## config.mk

```make
export PLATFORM = sky130hd
export DESIGN_NAME = tl_ul_a_arbiter_flat
export DESIGN_NICKNAME = d
export VERILOG_FILES = /design/src/rtl/tl_ul_a_arbiter_if.sv /design/src/rtl/tl_ul_a_arbiter.sv /design/src/flat_wrapper.sv
export SDC_FILE = /design/constraint.sdc
export NUM_CORES = 1
export LEC_CHECK = 0
export ABC_AREA = 1
export CAP_MARGIN = 25
export CORE_AREA = 5 5 148 150
export DETAILED_ROUTE_END_ITERATION = 12
export DIE_AREA = 0 0 153 155
export SYNTH_ARGS = -nofsm -noshare
export SYNTH_HDL_FRONTEND = slang
export SYNTH_SLANG_ARGS = --single-unit
```

## constraint.sdc

```tcl
create_clock -name clock -period 4.9 [get_ports clock]
set_input_delay 0.98 -clock clock [delete_from_list [all_inputs] [get_ports clock]]
set_output_delay 0.98 -clock clock [all_outputs]
set_load 0.005 [all_outputs]
```

## src/rtl/tl_ul_a_arbiter_if.sv

```systemverilog
// TileLink-UL link (A and D channels) used for both requester and slave ports of tl_ul_a_arbiter.
// master = side that issues A requests and receives D responses; slave = the opposite side.
interface tl_ul_a_arbiter_if #(
  parameter int unsigned SRC_W = 2
);
  logic             a_valid;
  logic             a_ready;
  logic [2:0]       a_opcode;
  logic [2:0]       a_param;
  logic [2:0]       a_size;
  logic [SRC_W-1:0] a_source;
  logic [31:0]      a_address;
  logic [3:0]       a_mask;
  logic [31:0]      a_data;

  logic             d_valid;
  logic             d_ready;
  logic [2:0]       d_opcode;
  logic [1:0]       d_param;
  logic [2:0]       d_size;
  logic [SRC_W-1:0] d_source;
  logic             d_sink;
  logic             d_denied;
  logic             d_corrupt;
  logic [31:0]      d_data;

  modport master (
    output a_valid, a_opcode, a_param, a_size, a_source, a_address, a_mask, a_data,
    input  a_ready,
    input  d_valid, d_opcode, d_param, d_size, d_source, d_sink, d_denied, d_corrupt, d_data,
    output d_ready
  );

  modport slave (
    input  a_valid, a_opcode, a_param, a_size, a_source, a_address, a_mask, a_data,
    output a_ready,
    output d_valid, d_opcode, d_param, d_size, d_source, d_sink, d_denied, d_corrupt, d_data,
    input  d_ready
  );
endinterface

```

## src/rtl/tl_ul_a_arbiter.sv

```systemverilog
// Two-requester round-robin TileLink-UL A-channel arbiter with burst lock and D routing by source prefix.
// Optional per-requester inflight limit: define TL_ARB_INFLIGHT_LIMIT_EN.
module tl_ul_a_arbiter #(
  parameter int unsigned SRC_W        = 2,
  parameter int unsigned MAX_INFLIGHT = 2
) (
  input  logic               clock,
  input  logic               reset,
  tl_ul_a_arbiter_if.slave   in0,
  tl_ul_a_arbiter_if.slave   in1,
  tl_ul_a_arbiter_if.master  out
);

  typedef enum logic {
    ST_OPEN   = 1'b0,
    ST_LOCKED = 1'b1
  } lockState_e;

  lockState_e state, stateNext;
  logic       rrLast, rrLastNext;
  logic       grant;
  logic [5:0] aBeats, aBeatsNext;
  logic [5:0] dBeats, dBeatsNext;

  logic       elig0, elig1;
  logic       sel, selValid;
  logic [2:0] selOpcode, selSize;
  logic [5:0] msgBeatsM1, dBeatsM1;
  logic       aFire, aFirst;
  logic       dFire, dRoute, dLast;

  function automatic logic [5:0] beatsMinusOne(input logic [2:0] size);
    return (size > 3'd2) ? 6'((7'd1 << (size - 3'd2)) - 7'd1) : '0;
  endfunction

  // Lock covers both a stalled request (field stability) and the rest of a Put burst.
  always_comb begin
    sel      = grant;
    selValid = 1'b0;
    if (state == ST_LOCKED) begin
      sel      = grant;
      selValid = grant ? in1.a_valid : in0.a_valid;
    end else begin
      selValid = elig0 | elig1;
      sel      = (elig0 & elig1) ? ~rrLast : elig1;
    end
  end

  assign selOpcode     = sel ? in1.a_opcode : in0.a_opcode;
  assign selSize       = sel ? in1.a_size   : in0.a_size;

  assign out.a_valid   = selValid;
  assign out.a_opcode  = selOpcode;
  assign out.a_param   = sel ? in1.a_param   : in0.a_param;
  assign out.a_size    = selSize;
  assign out.a_source  = {sel, (sel ? in1.a_source : in0.a_source)};
  assign out.a_address = sel ? in1.a_address : in0.a_address;
  assign out.a_mask    = sel ? in1.a_mask    : in0.a_mask;
  assign out.a_data    = sel ? in1.a_data    : in0.a_data;

  assign in0.a_ready   = out.a_ready & selValid & ~sel;
  assign in1.a_ready   = out.a_ready & selValid &  sel;

  assign aFire      = selValid & out.a_ready;
  assign aFirst     = (aBeats == '0);
  assign msgBeatsM1 = (selOpcode == 3'd0 || selOpcode == 3'd1) ? beatsMinusOne(selSize) : '0;

  always_comb begin
    stateNext  = state;
    aBeatsNext = aBeats;
    rrLastNext = rrLast;
    if (aFire) begin
      if (aFirst) begin
        rrLastNext = sel;
        aBeatsNext = msgBeatsM1;
        stateNext  = (msgBeatsM1 != '0) ? ST_LOCKED : ST_OPEN;
      end else begin
        aBeatsNext = aBeats - 6'd1;
        if (aBeats == 6'd1) stateNext = ST_OPEN;
      end
    end else if (selValid) begin
      stateNext = ST_LOCKED;
    end
  end

  // D channel: pure wires, steered by the prefix bit the A side added.
  assign dRoute        = out.d_source[SRC_W];
  assign in0.d_valid   = out.d_valid & ~dRoute;
  assign in1.d_valid   = out.d_valid &  dRoute;
  assign out.d_ready   = dRoute ? in1.d_ready : in0.d_ready;

  assign in0.d_opcode  = out.d_opcode;
  assign in0.d_param   = out.d_param;
  assign in0.d_size    = out.d_size;
  assign in0.d_source  = out.d_source[SRC_W-1:0];
  assign in0.d_sink    = out.d_sink;
  assign in0.d_denied  = out.d_denied;
  assign in0.d_corrupt = out.d_corrupt;
  assign in0.d_data    = out.d_data;

  assign in1.d_opcode  = out.d_opcode;
  assign in1.d_param   = out.d_param;
  assign in1.d_size    = out.d_size;
  assign in1.d_source  = out.d_source[SRC_W-1:0];
  assign in1.d_sink    = out.d_sink;
  assign in1.d_denied  = out.d_denied;
  assign in1.d_corrupt = out.d_corrupt;
  assign in1.d_data    = out.d_data;

  assign dFire    = out.d_valid & out.d_ready;
  assign dBeatsM1 = beatsMinusOne(out.d_size);
  assign dLast    = (out.d_opcode != 3'd1) || (dBeats == dBeatsM1);

  always_comb begin
    dBeatsNext = dBeats;
    if (dFire && out.d_opcode == 3'd1) begin
      dBeatsNext = dLast ? '0 : dBeats + 6'd1;
    end
  end

  always_ff @(posedge clock) begin
    if (reset) begin
      state  <= ST_OPEN;
      rrLast <= 1'b1;
      grant  <= 1'b0;
      aBeats <= '0;
      dBeats <= '0;
    end else begin
      state  <= stateNext;
      rrLast <= rrLastNext;
      grant  <= sel;
      aBeats <= aBeatsNext;
      dBeats <= dBeatsNext;
    end
  end

`ifdef TL_ARB_INFLIGHT_LIMIT_EN
  localparam int unsigned INFL_W = $clog2(MAX_INFLIGHT + 1);

  logic [INFL_W-1:0] infl0, infl1, infl0Next, infl1Next;
  logic              inc0, inc1, dec0, dec1;

  assign elig0 = in0.a_valid & (infl0 != INFL_W'(MAX_INFLIGHT));
  assign elig1 = in1.a_valid & (infl1 != INFL_W'(MAX_INFLIGHT));

  assign inc0 = aFire & aFirst & ~sel;
  assign inc1 = aFire & aFirst &  sel;
  assign dec0 = dFire & dLast  & ~dRoute;
  assign dec1 = dFire & dLast  &  dRoute;

  always_comb begin
    infl0Next = infl0;
    infl1Next = infl1;
    if (inc0 && !dec0)      infl0Next = infl0 + INFL_W'(1);
    else if (dec0 && !inc0) infl0Next = infl0 - INFL_W'(1);
    if (inc1 && !dec1)      infl1Next = infl1 + INFL_W'(1);
    else if (dec1 && !inc1) infl1Next = infl1 - INFL_W'(1);
  end

  always_ff @(posedge clock) begin
    if (reset) begin
      infl0 <= '0;
      infl1 <= '0;
    end else begin
      infl0 <= infl0Next;
      infl1 <= infl1Next;
    end
  end
`else
  assign elig0 = in0.a_valid;
  assign elig1 = in1.a_valid;
`endif

endmodule

```

## src/flat_wrapper.sv

```systemverilog
// flat-port wrapper written by rule: the top's interface ports become plain ports
module tl_ul_a_arbiter_flat 
#(
  parameter int unsigned SRC_W        = 2,
  parameter int unsigned MAX_INFLIGHT = 2
)
  (clock, reset, in0_a_valid, in0_a_opcode, in0_a_param, in0_a_size, in0_a_source, in0_a_address, in0_a_mask, in0_a_data, in0_a_ready, in0_d_valid, in0_d_opcode, in0_d_param, in0_d_size, in0_d_source, in0_d_sink, in0_d_denied, in0_d_corrupt, in0_d_data, in0_d_ready, in1_a_valid, in1_a_opcode, in1_a_param, in1_a_size, in1_a_source, in1_a_address, in1_a_mask, in1_a_data, in1_a_ready, in1_d_valid, in1_d_opcode, in1_d_param, in1_d_size, in1_d_source, in1_d_sink, in1_d_denied, in1_d_corrupt, in1_d_data, in1_d_ready, out_a_valid, out_a_opcode, out_a_param, out_a_size, out_a_source, out_a_address, out_a_mask, out_a_data, out_a_ready, out_d_valid, out_d_opcode, out_d_param, out_d_size, out_d_source, out_d_sink, out_d_denied, out_d_corrupt, out_d_data, out_d_ready);
  tl_ul_a_arbiter_if #(.SRC_W(SRC_W)) in0_i ();
  tl_ul_a_arbiter_if #(.SRC_W(SRC_W)) in1_i ();
  tl_ul_a_arbiter_if #(.SRC_W(SRC_W)) out_i ();
  input  logic clock;
  input  logic reset;
  input wire logic [$bits(in0_i.a_valid)-1:0] in0_a_valid;
  input wire logic [$bits(in0_i.a_opcode)-1:0] in0_a_opcode;
  input wire logic [$bits(in0_i.a_param)-1:0] in0_a_param;
  input wire logic [$bits(in0_i.a_size)-1:0] in0_a_size;
  input wire logic [$bits(in0_i.a_source)-1:0] in0_a_source;
  input wire logic [$bits(in0_i.a_address)-1:0] in0_a_address;
  input wire logic [$bits(in0_i.a_mask)-1:0] in0_a_mask;
  input wire logic [$bits(in0_i.a_data)-1:0] in0_a_data;
  output wire logic [$bits(in0_i.a_ready)-1:0] in0_a_ready;
  output wire logic [$bits(in0_i.d_valid)-1:0] in0_d_valid;
  output wire logic [$bits(in0_i.d_opcode)-1:0] in0_d_opcode;
  output wire logic [$bits(in0_i.d_param)-1:0] in0_d_param;
  output wire logic [$bits(in0_i.d_size)-1:0] in0_d_size;
  output wire logic [$bits(in0_i.d_source)-1:0] in0_d_source;
  output wire logic [$bits(in0_i.d_sink)-1:0] in0_d_sink;
  output wire logic [$bits(in0_i.d_denied)-1:0] in0_d_denied;
  output wire logic [$bits(in0_i.d_corrupt)-1:0] in0_d_corrupt;
  output wire logic [$bits(in0_i.d_data)-1:0] in0_d_data;
  input wire logic [$bits(in0_i.d_ready)-1:0] in0_d_ready;
  input wire logic [$bits(in1_i.a_valid)-1:0] in1_a_valid;
  input wire logic [$bits(in1_i.a_opcode)-1:0] in1_a_opcode;
  input wire logic [$bits(in1_i.a_param)-1:0] in1_a_param;
  input wire logic [$bits(in1_i.a_size)-1:0] in1_a_size;
  input wire logic [$bits(in1_i.a_source)-1:0] in1_a_source;
  input wire logic [$bits(in1_i.a_address)-1:0] in1_a_address;
  input wire logic [$bits(in1_i.a_mask)-1:0] in1_a_mask;
  input wire logic [$bits(in1_i.a_data)-1:0] in1_a_data;
  output wire logic [$bits(in1_i.a_ready)-1:0] in1_a_ready;
  output wire logic [$bits(in1_i.d_valid)-1:0] in1_d_valid;
  output wire logic [$bits(in1_i.d_opcode)-1:0] in1_d_opcode;
  output wire logic [$bits(in1_i.d_param)-1:0] in1_d_param;
  output wire logic [$bits(in1_i.d_size)-1:0] in1_d_size;
  output wire logic [$bits(in1_i.d_source)-1:0] in1_d_source;
  output wire logic [$bits(in1_i.d_sink)-1:0] in1_d_sink;
  output wire logic [$bits(in1_i.d_denied)-1:0] in1_d_denied;
  output wire logic [$bits(in1_i.d_corrupt)-1:0] in1_d_corrupt;
  output wire logic [$bits(in1_i.d_data)-1:0] in1_d_data;
  input wire logic [$bits(in1_i.d_ready)-1:0] in1_d_ready;
  output wire logic [$bits(out_i.a_valid)-1:0] out_a_valid;
  output wire logic [$bits(out_i.a_opcode)-1:0] out_a_opcode;
  output wire logic [$bits(out_i.a_param)-1:0] out_a_param;
  output wire logic [$bits(out_i.a_size)-1:0] out_a_size;
  output wire logic [$bits(out_i.a_source)-1:0] out_a_source;
  output wire logic [$bits(out_i.a_address)-1:0] out_a_address;
  output wire logic [$bits(out_i.a_mask)-1:0] out_a_mask;
  output wire logic [$bits(out_i.a_data)-1:0] out_a_data;
  input wire logic [$bits(out_i.a_ready)-1:0] out_a_ready;
  input wire logic [$bits(out_i.d_valid)-1:0] out_d_valid;
  input wire logic [$bits(out_i.d_opcode)-1:0] out_d_opcode;
  input wire logic [$bits(out_i.d_param)-1:0] out_d_param;
  input wire logic [$bits(out_i.d_size)-1:0] out_d_size;
  input wire logic [$bits(out_i.d_source)-1:0] out_d_source;
  input wire logic [$bits(out_i.d_sink)-1:0] out_d_sink;
  input wire logic [$bits(out_i.d_denied)-1:0] out_d_denied;
  input wire logic [$bits(out_i.d_corrupt)-1:0] out_d_corrupt;
  input wire logic [$bits(out_i.d_data)-1:0] out_d_data;
  output wire logic [$bits(out_i.d_ready)-1:0] out_d_ready;
  assign in0_i.a_valid = in0_a_valid;
  assign in0_i.a_opcode = in0_a_opcode;
  assign in0_i.a_param = in0_a_param;
  assign in0_i.a_size = in0_a_size;
  assign in0_i.a_source = in0_a_source;
  assign in0_i.a_address = in0_a_address;
  assign in0_i.a_mask = in0_a_mask;
  assign in0_i.a_data = in0_a_data;
  assign in0_a_ready = in0_i.a_ready;
  assign in0_d_valid = in0_i.d_valid;
  assign in0_d_opcode = in0_i.d_opcode;
  assign in0_d_param = in0_i.d_param;
  assign in0_d_size = in0_i.d_size;
  assign in0_d_source = in0_i.d_source;
  assign in0_d_sink = in0_i.d_sink;
  assign in0_d_denied = in0_i.d_denied;
  assign in0_d_corrupt = in0_i.d_corrupt;
  assign in0_d_data = in0_i.d_data;
  assign in0_i.d_ready = in0_d_ready;
  assign in1_i.a_valid = in1_a_valid;
  assign in1_i.a_opcode = in1_a_opcode;
  assign in1_i.a_param = in1_a_param;
  assign in1_i.a_size = in1_a_size;
  assign in1_i.a_source = in1_a_source;
  assign in1_i.a_address = in1_a_address;
  assign in1_i.a_mask = in1_a_mask;
  assign in1_i.a_data = in1_a_data;
  assign in1_a_ready = in1_i.a_ready;
  assign in1_d_valid = in1_i.d_valid;
  assign in1_d_opcode = in1_i.d_opcode;
  assign in1_d_param = in1_i.d_param;
  assign in1_d_size = in1_i.d_size;
  assign in1_d_source = in1_i.d_source;
  assign in1_d_sink = in1_i.d_sink;
  assign in1_d_denied = in1_i.d_denied;
  assign in1_d_corrupt = in1_i.d_corrupt;
  assign in1_d_data = in1_i.d_data;
  assign in1_i.d_ready = in1_d_ready;
  assign out_a_valid = out_i.a_valid;
  assign out_a_opcode = out_i.a_opcode;
  assign out_a_param = out_i.a_param;
  assign out_a_size = out_i.a_size;
  assign out_a_source = out_i.a_source;
  assign out_a_address = out_i.a_address;
  assign out_a_mask = out_i.a_mask;
  assign out_a_data = out_i.a_data;
  assign out_i.a_ready = out_a_ready;
  assign out_i.d_valid = out_d_valid;
  assign out_i.d_opcode = out_d_opcode;
  assign out_i.d_param = out_d_param;
  assign out_i.d_size = out_d_size;
  assign out_i.d_source = out_d_source;
  assign out_i.d_sink = out_d_sink;
  assign out_i.d_denied = out_d_denied;
  assign out_i.d_corrupt = out_d_corrupt;
  assign out_i.d_data = out_d_data;
  assign out_d_ready = out_i.d_ready;
  tl_ul_a_arbiter #(.SRC_W(SRC_W), .MAX_INFLIGHT(MAX_INFLIGHT)) u_core (.clock(clock), .reset(reset), .in0(in0_i), .in1(in1_i), .out(out_i));
endmodule
```

== After elaboration in Yosys (flattened, before gate mapping) ==
Index checks and enable logic that the tools add are counted.

* Output and inout port bits: 175
* Register bits: 9
* Bits of input ports: 211

* Reduce and logical (&&, ||, !) cells: 7
* Equality and inequality tests: 3
* Muxes and demuxes: 19
* Bitwise logic cells: 7
* Shifts and indexed selects: 1
* $lt $le $gt $ge: 1
* Add/sub/neg operators: 3

{| class="wikitable"
|+ Operators with widths
! kind !! count
|-
| 2-to-1 mux 32 bit || 2
|-
| 2-to-1 mux 6 bit || 3
|-
| subtractor 6 x 1 -> 6 bit, second input constant || 2
|-
| 2-to-1 mux 1 bit || 9
|-
| 2-to-1 mux 3 bit || 3
|-
| == test 6 x 1 -> 1 bit, second input constant || 1
|-
| zero test 6 bit || 1
|-
| nonzero test 6 bit || 1
|-
| << shifter 1 x 3 -> 6 bit, first input constant || 1
|-
| AND 1 bit || 4
|-
| 2-to-1 mux 4 bit || 1
|-
| AND reduction 2 bit || 2
|-
| == test 3 x 1 -> 1 bit, second input constant || 1
|-
| greater-than comparator 3 x 2 -> 1 bit, second input constant || 1
|-
| zero test 3 bit || 1
|-
| != test 3 bit, second input constant || 1
|-
| subtractor 3 x 2 -> 3 bit, second input constant || 1
|-
| 2-to-1 mux 2 bit || 1
|-
| inverter 1 bit || 2
|-
| nonzero test 2 bit || 1
|-
| logical OR 1 bit || 1
|-
| bitwise OR 1 bit || 1
|}

== Longest topological paths before layout ==
Gate-level depths: netlist of the first run.

* Depth in word-level cells: 13
* Mapped depth: 14
* Depth with buffers taken out: 13

== Least setup slack after synthesis of the first run ==
No wires, ideal clock.

* Path kind: input to output
* Start point: input in0_a_valid
* End point: output out_a_address[0]
* Stages on the path: 8
* Arrival time: 1.869 ns
* Buffers on the path: 3
* Setup slack: 2.051 ns
* Data required time: 3.920 ns
* Cell sequence: nand2_1 -> nand3_4 -> nand2_4 -> buf_12 -> buf_2 -> buf_2 -> nand2_1 -> nand2_1

* Cells in the longest elaborated chain, start to end: 4

{| class="wikitable"
|+ RTL lines
! what !! RTL line !! RTL
|-
| from (decl) || flat_wrapper.sv:13 || <nowiki>input wire logic [$bits(in0_i.a_valid)-1:0] in0_a_valid;</nowiki>
|-
| AND 1 bit || tl_ul_a_arbiter.sv:45 || <nowiki>sel = (elig0 & elig1) ? ~rrLast : elig1;</nowiki>
|-
| 2-to-1 mux 1 bit || tl_ul_a_arbiter.sv:45 ||
|-
| 2-to-1 mux 1 bit || tl_ul_a_arbiter.sv:40 || <nowiki>if (state == ST_LOCKED) begin</nowiki>
|-
| 2-to-1 mux 32 bit || tl_ul_a_arbiter.sv:57 || <nowiki>assign out.a_address = sel ? in1.a_address : in0.a_address;</nowiki>
|-
| to (decl) || flat_wrapper.sv:56 || <nowiki>output wire logic [$bits(out_i.a_address)-1:0] out_a_address;</nowiki>
|}

Every way passes these cells.

== Worst setup path after layout of the first run ==
* Start point: input in1_a_valid
* End point: output out_a_data[18]

* Cells in the longest elaborated chain, start to end: 4

{| class="wikitable"
|+ RTL lines
! what !! RTL line !! RTL
|-
| from (decl) || flat_wrapper.sv:32 || <nowiki>input wire logic [$bits(in1_i.a_valid)-1:0] in1_a_valid;</nowiki>
|-
| AND 1 bit || tl_ul_a_arbiter.sv:45 ||
|-
| 2-to-1 mux 1 bit (*) || tl_ul_a_arbiter.sv:45 ||
|-
| 2-to-1 mux 1 bit (*) || tl_ul_a_arbiter.sv:40 ||
|-
| 2-to-1 mux 32 bit (*) || tl_ul_a_arbiter.sv:59 || <nowiki>assign out.a_data = sel ? in1.a_data : in0.a_data;</nowiki>
|-
| to (decl) || flat_wrapper.sv:58 || <nowiki>output wire logic [$bits(out_i.a_data)-1:0] out_a_data;</nowiki>
|}

Mark *: on every way between the ends. The rest lies on a longest branch, timed or not.

==> results of run 1 <==
## metrics by stage
step / power, uW / area [sq um] / setup slack, ps / utilization [%]
2_1_floorplan: 483 / 2550 / 2050 / -
3_3_place_gp: 858 / 4600 / 927 / 22.4
3_5_place_dp: 860 / 4600 / 923 / 22.4
4_1_cts: 1010 / 4680 / 911 / 22.8
5_1_grt: 1080 / 4680 / 791 / 22.8
6_report: 990 / 4680 / 989 / 22.8
## per-layer routing
metal / up-vias / track usage, % / part of all wire (%)
met4: 0 / 1.48 / 1.1
li1: 1607 / - / -
met5: - / 0 / 0
met1: 1292 / 9.66 / 38
met3: 24 / 4.73 / 13
met2: 210 / 14.9 / 47
## layout by cell type, fill, tap and decap left out
master	n
a21oi_1	7
nand4_1	2
o211ai_1	1
clkbuf_1	1
o21ai_0	5
nor3_2	2
inv_2	5
o22ai_2	1
nor2_2	2
clkbuf_16	3
buf_12	3
dfxtp_1	9
inv_1	19
nand3_1	9
conb_1	2
nand2_2	6
a31oi_1	1
ha_1	4
a21oi_2	1
xnor2_1	1
nand2_4	7
nand3_2	2
nand2_1	250
nor2_1	14
a211oi_2	1
clkdlybuf4s50_1	244
nor3_1	2
nand3b_1	4
nand3_4	3
## layout make-up
type                    instances  area, sq um  area share [%]
repair buffers                247         2500            53.5
multi-input cells             327         1480            31.7
well taps                     275          344            7.35
flip-flops and latches          9          180            3.85
inverters                      24         90.1            1.93
clock buffers                   4         78.8            1.68
## worst max-delay path: stages
cell             delay, ps
clkdlybuf4s50_1        540
nand3_4                150
nand2_4                110
buf_12                 280
nand2_1                170
nand2_1                100
clkdlybuf4s50_1        500
## state kept, by name, summed over array words and instances, names as in the netlist
| register | cells |
|---|---|
| u_core.aBeats | 6 |
| u_core.grant | 1 |
| u_core.rrLast | 1 |
| u_core.state | 1 |
## worst paths after layout
kind / startpoint / end / slack, ps / cells after the start
worst min-delay path: u_core.rrLast / u_core.rrLast / 480 / 2
worst min register to register: u_core.rrLast / u_core.rrLast / 480 / 2
worst max register to register: u_core.state / u_core.aBeats[0] / 2780 / 12
worst max-delay path: in1_a_valid / out_a_data[18] / 990 / 7
## cells by family after synthesis
group / Yosys count / share of synthesized area [%]
simple gates: 303 / 51.4
buf+inv: 135 / 34.9
compound gates: 17 / 4.22
flops: 9 / 7.07
fa+ha+maj: 4 / 1.96
xor+xnor: 1 / 0.344
other cells: 1 / 0.147
## power breakdown
part	switching, uW	internal [uW]	leakage (uW)
sequential	11.8	87.5	0.0000743
combinational	334	413	0.00203
clock	34.9	109	0.0000382
total	381	610	0.00214
==> summary.md, run 1 <==
| Metric | Value |
|---|---|
| Outcome | `completed` |
| Synth Instances | `470` |
| Worst min path class | `register to register` |
| Synth warn | `0` |
| CTS max path bufs | `2` |
| Port bufs | `244` |
| H-tree Lvls | `1` |
| RSZ-0062 raised after global routing | `false` |
| Synth Area per Inst | `5.42 sq um` |
| First-pass GRT wire length | `between 15000 and 20000 microns` |
| Final ANT Viol Nets | `0` |
| Area leader, netlist | `nand2_1` |
| Final WL | `11500 microns` |
| Post-synthesis sequential area ratio | `under 10%` |
| CP max FO | `between 80 and 90` |
| Routed wire length per instance | `roughly 13 microns` |
| Post-synth top flop | `dfxtp_1` |
| Total die area | `0.0237 sq mm` |
| Via count | `3133` |
| Later-pin clock latency in the skew report | `230 ps` |
| Max Cap Viol | `0` |
| Reg clk slew, reported paths | `40 ps` |
| P_leak | `between 0.002 and 0.0025 uW` |
| Post-detail-place hpwl | `slightly below 10000 microns` |
| Area Overhead vs Synth | `83.6%` |
| Worst vdd ir | `0.108 mV` |
| Most common cell in the synthesized netlist | `nand2_1` |
| Antenna violations before repair | `0` |
| Placed Cells | `882` |
| Initial core utilization | `12.4%` |
| Cts bufs inserted | `3` |
| WHS | `475 ps` |
| #FFs+latches synth | `9` |
| Die Y-Extent | `155 microns` |
| Pin count of the biggest net entering global routing | `83` |
| Tcrit/Tclk final | `79.8%` |
| Clock sink count | `9` |
| Count of non-filler cells in the finished layout | `between 800 and 900` |
| Drc violations | `0` |
| Critical Path AT | `2930 ps` |
| Io pins | `slightly below 400` |
| Mapped Area | `0.00255 sq mm` |
| Die width | `153 microns` |
| Library cells used by synthesis | `29` |
| Max-slew violations | `0` |
| Final hold vios | `0` |
| GRT overflow | `0` |
| Pwr dens | `212 mW/mm^2` |
| Routability Congestion | `~0.84` |
| Core area | `0.0206 sq mm` |
| Filler instances | `2309` |
| # diodes | `0` |
| Setup violations, final | `0` |
| DR iter-0 viols | `163` |
| Fin nets | `827` |
| Post-synth top cells | `nand2_1, buf_4, inv_1` |
| Post-cts sizing count | `0` |
| Vias per cell | `3.54` |
| Ys async rst share | `0%` |
| Number of global-route vias before repair | `2976` |
| CTS tree | `yes` |
| Detailed Routing Iterations Pass 1 | `4` |
| Setup TNS | `0 ps` |
| FP Rows | `53` |
| Fin Clk Skew | `around 0.76 ps` |
| Post-synth EDFFs | `0` |
| Hold buffer count at CTS | `0` |
| Crit. End Element | `primary output` |
| Total track usage | `8.67%` |
| Period minus WS final | `3910 ps` |
| Required time of the worst setup path | `3920 ps` |
| Startpoint Class | `input pin` |
| Root buf cell | `clkbuf_16` |
| Share of the synthesized area in the top cell type | `around 37%` |
| Synth area leaders | `nand2_1, buf_4, dfxtp_1` |
| Top achievable clock speed | `256 MHz` |
| Layout cells sized above 1 | `around 5.9%` |
| Setup Buffers After CTS | `0` |
| Setup Crit Path Kind | `input pin to primary output` |
Power figures use the tool's default switching activity.
==> run 2, diff against run 1 <==
--- a/config.mk
+++ b/config.mk
@@ -7,9 +7,9 @@
 export LEC_CHECK = 0
 export ABC_AREA = 1
 export CAP_MARGIN = 25
-export CORE_AREA = 5 5 148 150
+export CORE_AREA = 5 5 145 147
 export DETAILED_ROUTE_END_ITERATION = 12
-export DIE_AREA = 0 0 153 155
+export DIE_AREA = 0 0 150 152
 export SYNTH_ARGS = -nofsm -noshare
 export SYNTH_HDL_FRONTEND = slang
 export SYNTH_SLANG_ARGS = --single-unit
==> constraint.sdc (replaced) <==
create_clock -name clock -period 3.62 [get_ports clock]
set_input_delay 0.724 -clock clock [delete_from_list [all_inputs] [get_ports clock]]
set_output_delay 0.724 -clock clock [all_outputs]
set_load 0.005 [all_outputs]
==> run 2 against run 1 <==
- die area decreased by 3.9%
- global-route usage increased by 2.0 points
- combinational power increased by 41%
- core utilization increased by 0.91 points
- count of clock-buffer cells in the layout unchanged
- power increased by 40%
==> summary.md, run 2 (synthesis results as in run 1) <==
| Metric | Value |
|---|---|
| Die width | `150 microns (was 153 microns)` |
| Setup violations, final | `0 (unchanged)` |
| Initial core utilization | `12.9% (was 12.4%)` |
| Required time of the worst setup path | `2900 ps (was 3920 ps)` |
| Period minus WS final | `about 3400 ps` |
| Total track usage | `10.7% (was 8.67%)` |
| Max reg flops | `6 (unchanged)` |
| Detailed Routing Iterations Pass 1 | `6 (was 4)` |
| Port bufs | `244 (unchanged)` |
| Die Y-Extent | `152 microns (was 155 microns)` |
| Routed wire length per instance | `15.2 microns (was 12.9 microns)` |
| Post-cts sizing count | `0 (unchanged)` |
| Max-slew violations | `0 (unchanged)` |
| Outcome | `completed (unchanged)` |
| Sequential power share | `9.8% (was 10.0%)` |
| H-tree Lvls | `1 (unchanged)` |
| Root buf cell | `clkbuf_16 (unchanged)` |
| Area Overhead vs Synth | `83.8% (was 83.6%)` |
| Antenna violations before repair | `0 (unchanged)` |
| Sw Pwr | `555 uW (was 381 uW)` |
| Setup Buffers After CTS | `0 (unchanged)` |
| DR iter-0 viols | `78 (was 163)` |
| # diodes | `0 (unchanged)` |
| Pwr dens | `296 mW/mm^2 (was 212 mW/mm^2)` |
| Tcrit/Tclk final | `93.6%` |
| Post-detail-place hpwl | `11200 microns (was 9660 microns)` |
| CP max FO | `35 (was 82)` |
| Multi-input logic area | `0.00148 sq mm (unchanged)` |
| Core area | `0.0198 sq mm (was 0.0206 sq mm)` |
| P_leak | `0.00215 uW (was 0.00214 uW)` |
| Setup Crit Path Kind | `input pin to primary output (unchanged)` |
| WHS | `476 ps (was 475 ps)` |
| Filler instances | `2207 (was 2309)` |
| Sw frac | `40.1% (was 38.4%)` |
| Crit. End Element | `primary output (unchanged)` |
| Fin nets | `829 (was 827)` |
| GRT overflow | `0 (unchanged)` |
| Routability Congestion | `0.769 (was 0.836)` |
| Setup TNS | `0 ps (unchanged)` |
| Reg area | `180 sq um (unchanged)` |
| Reg clk slew, reported paths | `40 ps (about the same)` |
| First-pass GRT wire length | `19100 microns (was 16700 microns)` |
| Commonest non-fill, non-tap cell in the layout | `nand2_1 (unchanged)` |
| Total die area | `0.0228 sq mm (was 0.0237 sq mm)` |
| Max Cap Viol | `0 (unchanged)` |
| CTS max path bufs | `2 (unchanged)` |
| Cts bufs inserted | `3 (unchanged)` |
| Largest register by flop count | `u_core.aBeats (unchanged)` |
| Via count | `3105 (was 3133)` |
| Top achievable clock speed | `295 MHz` |
| Worst min path class | `register to register (unchanged)` |
| CTS tree | `yes (unchanged)` |
| Layout cells sized above 1 | `6.53% (was 5.89%)` |
| Number of global-route vias before repair | `3108 (was 2976)` |
| Worst vdd ir | `0.305 mV (was 0.108 mV)` |
| Final worst setup slack | `232 ps (was 989 ps)` |
| Fin Clk Skew | `2.14 ps (was 0.759 ps)` |
| Later-pin clock latency in the skew report | `230 ps (about the same)` |
| Dpl ws | `193 ps (was 923 ps)` |
| Combinational fraction of design power | `76.1% (was 75.5%)` |
| Hold buffer count at CTS | `0 (unchanged)` |
| Final WL | `13400 microns (was 11500 microns)` |
| Vias per cell | `3.52 (was 3.54)` |
| FP Rows | `52 (was 53)` |
| Critical Path AT | `2660 ps (was 2930 ps)` |
| Startpoint Class | `input pin (unchanged)` |
| Fin util | `23.7% (was 22.8%)` |
| Final hold vios | `0 (unchanged)` |
| Internal power | `829 uW (was 610 uW)` |
| Clock Power Share | `14.1% (was 14.5%)` |
| RSZ-0062 raised after global routing | `false (unchanged)` |
| Drc violations | `0 (unchanged)` |
| Io pins | `386 (unchanged)` |
| Clock sink count | `9 (unchanged)` |
| Final ANT Viol Nets | `0 (unchanged)` |
| Most frequent cells in the layout | `nand2_1, clkdlybuf4s50_1, inv_1 (unchanged)` |
| Pin count of the biggest net entering global routing | `48 (was 83)` |
-- run 2: cell count changes in the layout (fill, tap and decap cells not counted) --
cell | previous run | this run
buf_4 | 0 | 4
clkdlybuf4s50_1 | 244 | 242
-- run 2: power by group through the flow --
| stage | Clock [uW] | Sequential, uW | Combinational, uW |
|---|---|---|---|
| detailed placement | 0 | 136 | 1070 |
| global placement | 0 | 136 | 1070 |
| CTS | 202 | 135 | 1080 |
| floorplan | 0 | 133 | 521 |
| finish | 196 | 135 | 1050 |
| global route | 210 | 139 | 1160 |
-- run 2: per-stage QoR --
step           total power [uW]  area [sq um]  instances
6_report                   1380          4680        883
5_1_grt                    1510          4680        883
4_1_cts                    1420          4680        883
3_5_place_dp               1200          4600        879
3_3_place_gp               1210          4600        879
2_1_floorplan               654          2550        471
-- run 2: final cells by class --
| cell class | count | area share [%] |
|---|---|---|
| sequential | 9 | 3.85 |
| clock buffer | 4 | 1.68 |
| multi-input combinational | 327 | 31.7 |
| inverter | 24 | 1.92 |
| timing repair buffer | 249 | 53.6 |
| tap | 270 | 7.21 |
-- run 2: critical path: stages --
cell	delay, ps
clkdlybuf4s50_1	430
nand2_1	120
nand3_4	150
nand2_4	120
buf_4	340
nand2_1	100
nand2_1	120
clkdlybuf4s50_1	530
-- run 2: path summary, 6_finish.rpt --
kind                 start          endpoint  slack, ps  depth (start not counted)
min          u_core.rrLast     u_core.rrLast        480                          2
min reg2reg  u_core.rrLast     u_core.rrLast        480                          2
max            in0_a_valid    out_a_data[22]        230                          8
max reg2reg   u_core.state  u_core.aBeats[0]       1460                         13
-- run 2: per-layer routing --
metal / up-vias / share of wire, % / track usage (%)
li1: 1613 / - / -
met5: - / 0 / 0
met3: 6 / 12 / 3.72
met4: 0 / 0.58 / 1.18
met2: 212 / 47 / 18.3
met1: 1274 / 41 / 13.4
==> run 3, diff against run 2 <==
--- a/config.mk
+++ b/config.mk
@@ -8,6 +8,7 @@
 export ABC_AREA = 1
 export CAP_MARGIN = 25
 export CORE_AREA = 5 5 145 147
+export CTS_CLUSTER_DIAMETER = 200
 export DETAILED_ROUTE_END_ITERATION = 12
 export DIE_AREA = 0 0 150 152
 export SYNTH_ARGS = -nofsm -noshare
==> results of run 3 <==
Same layout as run 2: the final DEF is identical, and so are final timing and power.
